===== src/rtl/pack_pkg.sv =====
// pack_pkg: shared state encoding, lane type and word geometry for pack8to32.
package pack_pkg;
  localparam int BYTES_PER_WORD = 4;
  typedef enum logic [2:0] {IDLE, FILL, EMIT, FLUSH, DONE_BEAT} state_t;
  typedef logic [1:0] lane_t;
endpackage


===== src/rtl/pack8to32.sv =====
// pack8to32: packs a byte stream into 32-bit words with a terminating done beat.
// Define PACK8TO32_BIG_ENDIAN_EN to put the first byte of each word in bits [31:24].
module pack8to32
  import pack_pkg::*;
#(
  parameter logic [7:0] PAD_BYTE = 8'h00
) (
  input  logic               _clock,
  input  logic               _reset_n,
  input  logic               _start,
  input  logic signed [31:0] _in0,
  input  logic               _in_valid,
  input  logic               _in_done,
  output logic               _in_ready,
  input  logic               _ready,
  output logic               _valid,
  output logic               _done,
  output logic signed [31:0] _out0,
  output logic [2:0]         _out1
);
  state_t      state_q, state_d;
  lane_t       lane_q, lane_d;
  logic [31:0] word_q, word_d;
  logic [2:0]  cnt_q, cnt_d;
  logic        unused_in;
  assign unused_in = ^_in0[31:8];
  function automatic int lane_ofs(input lane_t l);
`ifdef PACK8TO32_BIG_ENDIAN_EN
    return (BYTES_PER_WORD - 1 - int'(l)) * 8;
`else
    return int'(l) * 8;
`endif
  endfunction
  always_comb begin
    state_d = state_q;
    lane_d  = lane_q;
    word_d  = word_q;
    cnt_d   = cnt_q;
    if (_start) begin
      state_d = FILL;
      lane_d  = '0;
      word_d  = '0;
      cnt_d   = '0;
    end else begin
      case (state_q)
        FILL: if (_in_valid) begin
          if (_in_done) begin
            // lanes at or beyond the counter carry no data in a partial word
            for (int i = 0; i < BYTES_PER_WORD; i++)
              if (lane_q != '0 && i >= int'(lane_q)) word_d[lane_ofs(lane_t'(i)) +: 8] = PAD_BYTE;
            cnt_d   = {1'b0, lane_q};
            state_d = (lane_q == '0) ? DONE_BEAT : FLUSH;
            lane_d  = '0;
          end else begin
            word_d[lane_ofs(lane_q) +: 8] = _in0[7:0];
            lane_d = lane_q + 2'd1;
            if (lane_q == lane_t'(BYTES_PER_WORD - 1)) begin
              state_d = EMIT;
              cnt_d   = 3'(BYTES_PER_WORD);
            end
          end
        end
        EMIT: state_d = _ready ? FILL : EMIT;
        FLUSH: if (_ready) begin
          state_d = DONE_BEAT;
          cnt_d   = '0;
        end
        DONE_BEAT: state_d = _ready ? IDLE : DONE_BEAT;
        default: state_d = state_q;
      endcase
    end
  end
  always_ff @(posedge _clock or negedge _reset_n) begin
    if (!_reset_n) begin
      state_q <= IDLE;
      lane_q  <= '0;
      word_q  <= '0;
      cnt_q   <= '0;
    end else begin
      state_q <= state_d;
      lane_q  <= lane_d;
      word_q  <= word_d;
      cnt_q   <= cnt_d;
    end
  end
  assign _in_ready = state_q == FILL;
  assign _valid    = state_q == EMIT || state_q == FLUSH || state_q == DONE_BEAT;
  assign _done     = state_q == DONE_BEAT;
  assign _out0     = word_q;
  assign _out1     = cnt_q;
endmodule


===== config.mk =====
export PLATFORM = sky130hd
export DESIGN_NAME = pack8to32
export DESIGN_NICKNAME = d
export VERILOG_FILES = /design/src/rtl/pack_pkg.sv /design/src/rtl/pack8to32.sv
export SDC_FILE = /design/constraint.sdc
export NUM_CORES = 1
export LEC_CHECK = 0
export ABC_AREA = 1
export ABC_CLOCK_PERIOD_IN_PS = 3100
export CELL_PAD_IN_SITES_DETAIL_PLACEMENT = 1
export CELL_PAD_IN_SITES_GLOBAL_PLACEMENT = 1
export CORE_ASPECT_RATIO = 1.4
export CORE_UTILIZATION = 35
export CTS_CLUSTER_DIAMETER = 200
export DETAILED_ROUTE_END_ITERATION = 8
export PLACE_DENSITY_LB_ADDON = 0.12
export SLEW_MARGIN = 40
export SYNTH_ARGS = -nofsm -noshare
export SYNTH_HDL_FRONTEND = slang
export SYNTH_SLANG_ARGS = --single-unit
export TNS_END_PERCENT = 10

===== constraint.sdc =====
create_clock -name _clock -period 3.1 [get_ports _clock]
set_clock_uncertainty 0.2 [all_clocks]
set_input_delay 0.93 -clock _clock [delete_from_list [all_inputs] [get_ports _clock]]
set_output_delay 0.93 -clock _clock [all_outputs]
set_load 0.005 [all_outputs]

==> out/qor.yml, run 1 <==
fillers: 776
fmax_mhz: 355
power_leakage_nw: 1.40
total_power_mw: 1.61
mappedNetlistNets: 331
yosys_warnings: 0
postCtsSetupRepairBufs: 0
path_cells: "nor2_1 -> nand2_1 -> nand2_1 -> clkdlybuf4s50_1"
antenna_found_initial: 0
synth_most_common_cell: "nand2_1"
yosys.area.top_type: "dfrtp_1"
dieArea_mm2: 0.00686
required_ns: 1.97
layout-drive-gt1-share_pct: 14.2
ys_ff_latch: 40
min_period_ns: 2.82
ys_seq_area_share_pct: 43.8
synth-edff-count: 0
coreArea_mm2: 0.00625
hold_buffers: 0
final_net_count: 383
cp_slowest_cell: "clkdlybuf4s50_1"
die_w_um: 70.3
initial_core_util_pct: 36.6
clkTransAtPathRegs_ns: 0.08
ys_types: 27
critPathTopFamily: "buffers and inverters"
final-setup-viol-count: 0
clkLatencyLatePin_ns: 0.29
track_usage_pct: 18.4
irDropWorstVdd_v: 0.000298
grt.overflow.total: 0
grt_max_degree: 24
clk_path_buf_depth: 2
fin_setup_tns_ns: 0
busiest_layer: "met2"
hpwl_mm: 4.41
critPathMaxFanout: 8
path_common_cell: "nand2_1"
syn_area_per_cell_um2: 7.99
drc_errors: 0
use_met1_pct: 22.5
drt-total-wl_mm: 5.88
first_pass_iters: 4
synth_ff_type: "dfrtp_1"
synthTopCellsByCount: "105 x nand2_1, 40 x dfrtp_1, 23 x nand3_1, 21 x inv_1, 20 x nor2_1"
finalMaxSlewViolations: 0
hold_violations: 0
port_buffers: 51
htreeDepth: 2
start_kind: "flop"
hold_class: "flop to flop"
worstMarginPinSlew_ns: 0.465
cts-root-buf: "clkbuf_8"
tritoncts: "yes"
async_flop_share_pct: 100
worst-path-buf-inv: 1
slew_headroom_pct: 69.0
yosysTopAreaCellShare_pct: 43.8
routabilityCongestion: 0.774
fin_crit_sh_pct: 91.0
status: "completed"
std_cell_rows: 34
use_met2_pct: 32.9
cp_slowest_stage_delay_ns: 0.51
post_drt_wl_per_cell_um: 14.3
crit_type: "flop to output pin"
num_vias: 1980
io_pins: 76
synth_area_leaders: "dfrtp_1 44%, nand2_1 17%, o21ai_2 6.1%"
synthCells: 286
end_kind: "output pin"
syn-cell-area_mm2: 0.00229
grt_first_pass_wirelength_mm: 10.1
routed_via_density: 4.83
use_met3_pct: 3.11
ant_nets: 0
area_delta_synth_final_pct: 27.3
die_y_um: 97.6
cp.arrival_ns: 1.69
antennaDiodeCount: 0
grt_setup_unrepaired: "no"
power_density_mw_per_mm2: 554
dr.first_iter.drc_count: 59
final_cells: 410
dp_cells: 403
numCtsBuffers: 5
grt_pass1_vias: 2115
cap_violations: 0
clock-sinks: 40
postCtsResizedCells: 0
-- worst paths after layout --
path / slack, ns / from / endpoint / cells after the start
worst max-delay path: 0.28 / state_q[0]$_DFFE_PN0P_ / _valid / 4
worst min-delay path: 0.29 / _out1[2]$_DFFE_PN0P_ / _out1[2]$_DFFE_PN0P_ / 2
worst max register to register: 1.04 / lane_q[1]$_DFFE_PN0P_ / _out0[30]$_DFFE_PN0P_ / 7
worst min register to register: 0.29 / _out1[2]$_DFFE_PN0P_ / _out1[2]$_DFFE_PN0P_ / 2
max in group asynchronous: 1.63 / _reset_n / _out0[24]$_DFFE_PN0P_ / 2
min in group asynchronous: 0.38 / _reset_n / _out0[16]$_DFFE_PN0P_ / 1
-- area by class of cell --
type	instances	area, µm²	area share, %
Clock buffer	6	72.6	2.49
Clock inverter	1	5.00	0.172
Inverter	25	104	3.57
Multi-Input combinational cell	212	1110	38.1
Sequential cell	40	1000	34.4
Tap cell	72	90.1	3.10
Timing Repair Buffer	54	528	18.2
-- cells in the final DEF (no fill, tap or decap) --
cell type	count
a21oi_1	4
buf_2	1
buf_4	3
clkbuf_1	1
clkbuf_8	5
clkdlybuf4s50_1	50
clkinv_2	1
dfrtp_1	40
ha_1	7
inv_1	21
inv_2	2
inv_4	1
inv_8	1
nand2_1	105
nand2_2	5
nand2_4	3
nand2_8	1
nand3_1	23
nand3_2	1
nand4_1	2
nor2_1	20
nor2_2	4
nor2_4	2
nor3_1	1
nor3_4	1
o21ai_0	15
o21ai_1	1
o21ai_2	16
o22ai_4	1
-- layer usage --
| layer | wire length, µm | vias up |
|---|---|---|
| met5 | 0 | - |
| met3 | 165 | 5 |
| li1 | - | 1001 |
| met4 | 65 | 0 |
| met2 | 3080 | 36 |
| met1 | 2570 | 938 |
-- worst reg2reg max path, delay by kind of cell (launching register included) --
family / cells / cell delay, ns
AO/OA/AOI/OAI: 1 / 0.16
buffers and inverters: 2 / 0.28
adder cells (fa/ha/maj): 1 / 0.37
AND/OR/NAND/NOR: 3 / 0.56
flip-flops: 1 / 0.44
-- power by group --
| group | internal [mW] | leakage [nW] | switching [mW] | total (mW) |
|---|---|---|---|---|
| Clock | 0.153 | 0.0410 | 0.178 | 0.331 |
| Sequential | 0.571 | 0.551 | 0.0539 | 0.625 |
| Combinational | 0.235 | 0.807 | 0.420 | 0.655 |
-- cells by family (layout without fill, tap and decap cells) --
| family | after synthesis | count (layout) | synth area share [%] |
|---|---|---|---|
| AO/OA/AOI/OAI | 37 | 37 | 11.4 |
| AND/OR/NAND/NOR | 168 | 168 | 33.3 |
| adder cells (fa/ha/maj) | 7 | 7 | 3.83 |
| buffers and inverters | 34 | 86 | 7.72 |
| flip-flops | 40 | 40 | 43.8 |
-- registers in the layout (all words and copies together), names as in the netlist --
register / count
_out0: 32
state_q: 3
_out1: 3
lane_q: 2
-- per-stage QoR --
stage               cell area, µm²  hold WS, ns  setup slack [ns]  utilization, %
finish                        2910        0.286             0.279            46.5
global route                  2910        0.309             0.156            46.5
floorplan                     2290        0.265              1.07               -
global placement              2830        0.262             0.356            45.3
detailed placement            2830        0.267             0.337            45.3
CTS                           2910        0.291             0.263            46.5
Power figures use the tool's default switching activity.
==> inputs of run 2 (changes only) <==
--- a/config.mk
+++ b/config.mk
@@ -11,7 +11,6 @@
 export CELL_PAD_IN_SITES_GLOBAL_PLACEMENT = 1
 export CORE_ASPECT_RATIO = 1.4
 export CORE_UTILIZATION = 35
-export CTS_CLUSTER_DIAMETER = 200
 export DETAILED_ROUTE_END_ITERATION = 8
 export PLACE_DENSITY_LB_ADDON = 0.12
 export SLEW_MARGIN = 40
==> results of run 2 <==
No change in the layout: final DEF, timing and power equal those of run 1.
==> inputs of run 3 (changes only) <==
--- a/config.mk
+++ b/config.mk
@@ -7,10 +7,8 @@
 export LEC_CHECK = 0
 export ABC_AREA = 1
 export ABC_CLOCK_PERIOD_IN_PS = 3100
-export CELL_PAD_IN_SITES_DETAIL_PLACEMENT = 1
-export CELL_PAD_IN_SITES_GLOBAL_PLACEMENT = 1
 export CORE_ASPECT_RATIO = 1.4
-export CORE_UTILIZATION = 35
+export CORE_UTILIZATION = 49
 export DETAILED_ROUTE_END_ITERATION = 8
 export PLACE_DENSITY_LB_ADDON = 0.12
 export SLEW_MARGIN = 40
==> out/qor.yml, run 3 (synthesis gave the netlist of run 1 again) <==
final_common_cell: "nand2_1"
clock-sinks: 40  # unchanged
utilization_pct: 65.2  # +19 points
power_leakage_nw: 1.41  # +1.0%
largest_register_ffs: 32  # unchanged
numCtsBuffers: 5  # unchanged
busiest_layer: "met2"
antennaDiodeCount: 0  # unchanged
final_net_count: 381  # -0.52%
tritoncts: "yes"
rr_worst_depth: 7  # unchanged
antenna_found_initial: 0  # unchanged
hpwl_mm: 3.57  # -19%
num_vias: 1982  # +0.10%
p_int_mw: 1.09  # +13%
slew_headroom_pct: 65.9  # -3.1 points
place_ws_ns: 0.239  # -0.0973 ns
postCtsResizedCells: 0  # unchanged
std_cell_rows: 29  # -15%
initial_core_util_pct: 50.8  # +14 points
setup_ws_ns: 0.304  # +0.0246 ns
end_kind: "output pin"
grt_first_pass_wirelength_mm: 8.25  # -18%
fmax_mhz: 358  # +0.88%
clkTransAtPathRegs_ns: 0.08  # about the same
die_y_um: 82.8  # -15%
grt_setup_unrepaired: "no"
use_met1_pct: 28.4  # +5.9 points
cp.arrival_ns: 1.67  # -0.02 ns
use_met3_pct: 3.74  # +0.63 points
irDropWorstVdd_v: 0.000339  # +14%
finalMaxSlewViolations: 0  # unchanged
worstMarginPinSlew_ns: 0.511  # +0.0460 ns
hold_violations: 0  # unchanged
drc_errors: 0  # unchanged
clkLatencyLatePin_ns: 0.29  # about the same
grt_max_degree: 41  # +71%
htreeDepth: 2  # unchanged
layout-drive-gt1-share_pct: 14.2  # +0.042 points
postCtsSetupRepairBufs: 0  # unchanged
power_density_mw_per_mm2: 588  # +6.1%
p_sw_mw: 0.636  # -2.5%
combPwrFrac_pct: 36.8  # -3.9 points
drt-total-wl_mm: 4.88  # -17%
hold_depth: 2  # unchanged
cap_violations: 0  # unchanged
area_delta_synth_final_pct: 28.3
dr.first_iter.drc_count: 92  # +56%
grt_pass1_vias: 1887  # -11%
hold_class: "flop to flop"
p_sw_share_pct: 36.9  # -3.6 points
final_cell_mix: "105 x nand2_1, 50 x clkdlybuf4s50_1, 40 x dfrtp_1"
coreArea_mm2: 0.00450  # -28%
clk_path_buf_depth: 2  # unchanged
die_w_um: 59.7  # -15%
total_power_mw: 1.72  # +7.0%
first_pass_iters: 4  # unchanged
power_frac_clock_pct: 26.9  # +6.3 points
routabilityCongestion: 0.868  # +12%
cts-root-buf: "clkbuf_8"
io_pins: 76  # unchanged
port_buffers: 51  # unchanged
final-setup-viol-count: 0  # unchanged
r2r_slack_ns: 1.06  # +0.02 ns
grt.overflow.total: 0  # unchanged
hold_buffers: 0  # unchanged
use_met2_pct: 34.9  # +2.1 points
min_period_ns: 2.80  # -0.0246 ns
fin_crit_sh_pct: 90.2  # -0.79 points
routed_via_density: 4.97  # +2.9%
seqPwrFrac_pct: 36.3  # -2.5 points
dieArea_mm2: 0.00495  # -28%
start_kind: "flop"
track_usage_pct: 21.8  # +3.3 points
fin_setup_tns_ns: 0  # unchanged
critPathMaxFanout: 8  # unchanged
post_drt_wl_per_cell_um: 12.2  # -15%
status: "completed"
crit_type: "flop to output pin"
ant_nets: 0  # unchanged
required_ns: 1.97  # about the same
run 3: through the flow:
| step | cells | area (µm²) | hold WS [ns] |
|---|---|---|---|
| 5_1_grt | 399 | 2930 | 0.305 |
| 3_5_place_dp | 391 | 2810 | 0.265 |
| 3_3_place_gp | 391 | 2800 | 0.262 |
| 2_1_floorplan | 286 | 2290 | 0.265 |
| 6_report | 399 | 2930 | 0.284 |
| 4_1_cts | 399 | 2930 | 0.286 |
run 3: power groups by stage:
stage          registers [mW]  logic (mW)  clock network [mW]
2_1_floorplan           0.618       0.465                   0
5_1_grt                 0.632       0.716               0.489
3_5_place_dp            0.634       0.639                   0
6_report                0.625       0.634               0.465
3_3_place_gp            0.634       0.630                   0
4_1_cts                 0.625       0.641               0.473
run 3: path summary, 6_finish.rpt:
check,endpoint,startpoint
worst min-delay path,_out0[23]$_DFFE_PN0P_,_out0[23]$_DFFE_PN0P_
worst min register to register,_out0[23]$_DFFE_PN0P_,_out0[23]$_DFFE_PN0P_
worst max-delay path,_valid,state_q[0]$_DFFE_PN0P_
max in group asynchronous,_out1[2]$_DFFE_PN0P_,_reset_n
min in group asynchronous,state_q[0]$_DFFE_PN0P_,_reset_n
worst max register to register,_out0[30]$_DFFE_PN0P_,lane_q[1]$_DFFE_PN0P_
run 3: layer usage:
layer / routed length, µm / vias up
met4: 140 / 0
met2: 2380 / 53
met1: 2140 / 917
met3: 218 / 13
met5: 0 / -
li1: - / 999
run 3: layout make-up:
cell class                      instances  area, µm²
Clock inverter                          1       30.0
Inverter                               25        104
Sequential cell                        40       1000
Timing Repair Buffer                   52        515
Multi-Input combinational cell        212       1110
Tap cell                               62       77.6
Fill cell                             426       1570
Clock buffer                            7       96.3
run 3: critical path, cell delays in order (launching register included):
cell             delay (ns)
dfrtp_1                0.47
nor2_1                 0.15
nand2_1                0.13
nand2_1                0.12
clkdlybuf4s50_1        0.50
